`src/rtl/fetch_sequencer.sv`:
```
// fetch_sequencer: six-state one-hot ring that fetches one instruction per pass.
// Optional macro FETCH_STALL_EN: T3 waits on mem_ready before loading ir.
// Ports:
//   clk, rst (async, active-high)
//   run        start next instruction from T1
//   pc_count   current program counter
//   mem_data   instruction ROM read data (combinational)
//   mem_ready  read data valid (only with FETCH_STALL_EN)
//   pc_enable  PC increment strobe (T2)
//   mem_addr   memory address register
//   mem_rd     read strobe (T3)
//   ir         instruction register; opcode = ir[7:4], operand = ir[3:0]
//   ir_valid   new instruction in ir (T4)
//   t_state    one-hot ring state, bit0 = T1 .. bit5 = T6
//   halted     sticky halt flag
module fetch_sequencer #(
    parameter int ADDR_W = 4,
    parameter int DATA_W = 8,
    parameter logic [3:0] HLT_OPCODE = 4'hF
) (
    input  logic              clk,
    input  logic              rst,
    input  logic              run,
    input  logic [ADDR_W-1:0] pc_count,
    input  logic [DATA_W-1:0] mem_data,
    input  logic              mem_ready,
    output logic              pc_enable,
    output logic [ADDR_W-1:0] mem_addr,
    output logic              mem_rd,
    output logic [DATA_W-1:0] ir,
    output logic [3:0]        opcode,
    output logic [3:0]        operand,
    output logic              ir_valid,
    output logic [5:0]        t_state,
    output logic              halted
);

    localparam logic [5:0] T1 = 6'b000001;
    localparam logic [5:0] T2 = 6'b000010;
    localparam logic [5:0] T3 = 6'b000100;
    localparam logic [5:0] T4 = 6'b001000;
    localparam logic [5:0] T5 = 6'b010000;
    localparam logic [5:0] T6 = 6'b100000;

    logic [5:0] state_nx;
    logic       mar_ld;
    logic       ir_ld;
    logic       halt_set;
    logic       fetch_done;

`ifdef FETCH_STALL_EN
    assign fetch_done = mem_ready;
`else
    logic unused_mem_ready;
    assign unused_mem_ready = mem_ready;
    assign fetch_done = 1'b1;
`endif

    // State register plus the datapath registers it controls.
    always_ff @(posedge clk or posedge rst) begin
        if (rst) begin
            t_state  <= T1;
            mem_addr <= '0;
            ir       <= '0;
            halted   <= 1'b0;
        end else begin
            t_state <= state_nx;
            if (mar_ld)   mem_addr <= pc_count;
            if (ir_ld)    ir       <= mem_data;
            if (halt_set) halted   <= 1'b1;
        end
    end

    // Next state; any non-one-hot value falls back to T1.
    always_comb begin
        state_nx = T1;
        case (t_state)
            T1:      state_nx = (run && !halted) ? T2 : T1;
            T2:      state_nx = T3;
            T3:      state_nx = fetch_done ? T4 : T3;
            T4:      state_nx = T5;
            T5:      state_nx = T6;
            T6:      state_nx = T1;
            default: state_nx = T1;
        endcase
    end

    // Strobes are decoded from exact state values only.
    always_comb begin
        pc_enable = 1'b0;
        mem_rd    = 1'b0;
        ir_valid  = 1'b0;
        mar_ld    = 1'b0;
        ir_ld     = 1'b0;
        halt_set  = 1'b0;
        case (t_state)
            T1: mar_ld = run && !halted;
            T2: pc_enable = 1'b1;
            T3: begin
                mem_rd = 1'b1;
                ir_ld  = fetch_done;
            end
            T4: begin
                ir_valid = 1'b1;
                halt_set = (ir[7:4] == HLT_OPCODE);
            end
            default: ;
        endcase
    end

    assign opcode  = ir[7:4];
    assign operand = ir[3:0];

endmodule
```
`config.mk`:
```
export PLATFORM = sky130hd
export DESIGN_NAME = fetch_sequencer
export DESIGN_NICKNAME = d
export VERILOG_FILES = /design/src/rtl/fetch_sequencer.sv
export SDC_FILE = /design/constraint.sdc
export NUM_CORES = 1
export LEC_CHECK = 0
export ABC_AREA = 0
export CAP_MARGIN = 0
export CELL_PAD_IN_SITES_DETAIL_PLACEMENT = 0
export CELL_PAD_IN_SITES_GLOBAL_PLACEMENT = 1
export CORE_UTILIZATION = 30
export DETAILED_ROUTE_END_ITERATION = 6
export PLACE_DENSITY = 0.9
export SLEW_MARGIN = 15
export SYNTH_ARGS = -nofsm -noshare
export SYNTH_HDL_FRONTEND = slang
export SYNTH_SLANG_ARGS = --single-unit
```
`constraint.sdc`:
```
create_clock -name clk -period 2.6 [get_ports clk]
set_input_delay 0.52 -clock clk [delete_from_list [all_inputs] [get_ports clk]]
set_output_delay 0.52 -clock clk [all_outputs]
set_load 0.01 [all_outputs]
```
* Yosys cells after proc, flatten, opt, wreduce, memory -nomap -nowiden
Index checks and enable logic that the tools add are counted.
** Word-level totals
- Bits in registers :: 19
- Bits in latches :: 0
- RAM bits :: 0
- Memory bits (read-only) :: 0
- Input port bits :: 16
- Output and inout bits :: 30
- Logic and storage cells :: 19
- Memories kept :: 0
** Cells by class
- Add/subtract/negate cells :: 0
- Multipliers :: 0
- Divide/modulo/power cells :: 0
- $lt $le $gt $ge :: 0
- Equality and inequality tests :: 6
- Shift-type cells :: 0
- Multiplexer cells :: 7
- Bitwise gates (word level) :: 0
- Reduce and logical (&&, ||, !) cells :: 2
** Operator list (count)
- $pmux W6 S5 :: 1
- $eq A6 B1 Y1 const B :: 1
- $eq A6 B2 Y1 const B :: 1
- $eq A6 B3 Y1 const B :: 1
- $eq A6 B4 Y1 const B :: 1
- $eq A6 B5 Y1 const B :: 1
- $mux W1 :: 5
- $eq A4 B4 Y1 const B :: 1
- $mux W2 :: 1
- $logic_and A1 B1 Y1 :: 1
- $logic_not A1 Y1 :: 1

* Longest topological paths before layout
- Depth in word-level cells :: 4
- Depth in mapped cells :: 4
- Depth with buffers taken out :: 3

* Least setup slack after synthesis
No wires, ideal clock.
- Kind :: register to output
- Start :: reg t_state[3]
- End :: out pc_enable
- Arrival time :: 1.492 ns
- Required time :: 2.080 ns
- Path slack :: 0.588 ns
- Cell stages (with the launch flop) :: 3
- Path buffers :: 0
- Cell sequence :: dfrtp_1 -> or4_2 -> nor3b_1
** Between the ends
- Longest elaborated chain between the ends :: 2
** Ends and longest elaborated chain
- start: declaration :: RTL line 34 : output logic [5:0] t_state,
- start signal: assignment :: RTL line 67 : t_state <= state_nx;
- $eq A6 B2 Y1 :: RTL line 96 : case (t_state)
- $mux W1 :: RTL line 96
- end: declaration :: RTL line 27 : output logic pc_enable,
No other way between the ends.

* Worst setup path after layout
Same ends and word-level chain as after synthesis.

==> qor.txt <==
Count leader, synth - dfrtp_1
Mapped cell area - 827 sq um
Final Skew - 0.756 ps
Slew HR - 53.3%
Pin count of the biggest net entering global routing - 20
Reg clk slew, reported paths - 100 ps
Total CTS buffers - 3
Fin crit period - 2410 ps
Antenna violations before repair - 0
Data arrival time of the worst path - 1890 ps
Die Span Y - 54.5 um
Worst min-delay path class - register to register
Max Slew Vio Count - 0
Final setup viols - 0
Setup tns final - 0 ps
Tcrit/Tclk final - 92.8%
Synth area leader - dfrtp_1
WP data required - 2080 ps
Reg2reg setup slack - 590 ps
FF-to-FF path depth - 4
DR pass1 iterations - 4
DR vias/cell - 4.70
Cell variety after synth - 15
Startpoint Class - register
CORE AREA - 2540 sq um
CTS max path bufs - 2
Outcome - finished, final reports clean
Total of fill cells in the finished design - 233
TritonCTS clock tree - built
RSZ-0062 raised after global routing - false
Detailed Place HPWL - 1.39 mm
Post-Syn Nets - 74
Violation count after the first detailed-route iteration - 5
Setup crit end kind - primary output
Number of flops mapped to enable cells by yosys - 0
I/O pin total - 46
Remaining global-route overflow - 0
Synth top area cells - dfrtp_1 (54%), mux2_2 (16%), buf_4 (8.2%)
DRT antenna net count - 0
First-pass GRT wire length - 2.82 mm
Top FF cell, synth - dfrtp_1
Ys async rst share - 100%
Seq/Total Area, Yosys - 57.6%
Static Leak - 0.577 nW
Clock insertion delay at the later pin of the skew report - 290 ps
Post-synth top cells - dfrtp_1 (18), mux2_2 (12), buf_4 (9), nor3b_1 (7), or4_4 (2)
Drt total wl - 1.76 mm
Fin. Hold Viols - 0
Final nets - 119
Via count - 620
Fin cells - 132
Clk sink count - 19
Starting Density - 32.5%
Max Fclk - 0.414 GHz
Diodes inserted - 0
Hold buffer count at CTS - 0
Vias in the first global route - 598
DP Cell Count - 128
Overall routing resource usage - 14.0%
Critical path class - register to primary output
Fraction of layout instances using a drive strength above 1 - 25.5%
Yosys warns - 0
Yosys reg bits - 19
Worst Path Max Fanout - 3
Post-route DRC - 0
DIE WIDTH - 54.5 um
Power per cell area - 959 nW/um^2
CTS root buffer - clkbuf_4
Worst Tran Pin Value - 700 ps
WL/cell - 13.3 um
Max-Cap Viols - 0
Die area - 2970 sq um
Rows - 18
Synth top area share - 54.5%
Maximum vdd ir drop - 0.000603 V
Total setup buffers inserted after CTS - 0
Post-Syn Instances - 58
Area grow syn2layout - 57.9%
Depth of the CTS H-tree - 1
Total chip power - 1.25 mW
WHS Path Cells - 1
IO Port Bufs - 44
Mean Syn Cell Area - 14.3 sq um
Placer Congestion - 0.705
[worst max-delay path, stage by stage (launching register included)]
cell and delay (ps):
dfrtp_1 390, or4_2 720, nor3b_1 210, dlygate4sd2_1 290
[final cells by class]
class                   instances  area (sq um)  share of cell area [%]
clock buffers                   4          26.3                    2.01
inverters                       1          3.75                   0.287
multi-input cells              29           284                    21.7
flip-flops and latches         19           477                    36.5
well taps                      30          37.5                    2.87
repair buffers                 49           478                    36.6
[stage by stage]
stage | setup slack, ps | hold slack, ps | cell area (sq um) | utilization [%]
global route | 57.4 | 536 | 1310 | 51.3
detailed placement | 212 | 499 | 1270 | 50.1
global placement | 214 | 494 | 1270 | 50.1
CTS | 1.71 | 524 | 1300 | 51.2
floorplan | 588 | 470 | 827 | -
finish | 187 | 518 | 1310 | 51.3
[path summary, 6_finish.rpt]
| path | from | endpoint |
|---|---|---|
| max | t_state[3] | pc_enable |
| min | mem_addr[3] | mem_addr[3] |
| max reg2reg | t_state[3] | mem_addr[2] |
| min reg2reg | mem_addr[3] | mem_addr[3] |
| max in group asynchronous | rst | ir[5] |
| min in group asynchronous | rst | ir[3] |
[placed cells by master, fill, tap and decap left out, drive strengths merged]
master / count
clkdlybuf4s50: 41
dfrtp: 18
mux2: 12
nor3b: 7
buf: 5
clkbuf: 4
or4: 3
dlygate4sd2: 2
nor4: 2
and4: 1
a21o: 1
nand2: 1
xnor2: 1
nor2: 1
inv: 1
dlymetal6s2s: 1
dfstp: 1
[repair_timing]
action	CTS	global route
endpoints found under the setup margin	3	1
pin swaps	0	0
gates resized for setup	3	1
endpoints found under the hold margin	0	0
[cells by family (layout without fill, tap and decap cells)]
logic type | Yosys count | after routing | synth area share (%)
compound gates | 1 | 1 | 0.908
xor+xnor | 1 | 1 | 1.06
buf+inv | 10 | 54 | 8.62
flops | 19 | 19 | 57.6
mux | 12 | 12 | 16.3
simple gates | 15 | 15 | 15.4
[power by group]
group	total [mW]	internal, mW	switching [mW]
Sequential	0.479	0.402	0.0771
Clock	0.145	0.0597	0.0858
Combinational	0.628	0.402	0.227
[layer usage]
| metal | routed length [um] | GRT usage [%] |
|---|---|---|
| met5 | 0 | 0 |
| met4 | 15 | 8.97 |
| met1 | 712 | 17.7 |
| met2 | 957 | 22.0 |
| met3 | 72 | 2.50 |
[registers in the layout, summed over array words and instances, names as in the netlist]
register,flops
halted,1
ir,8
t_state,6
mem_addr,4
Power figures use the tool's default switching activity.
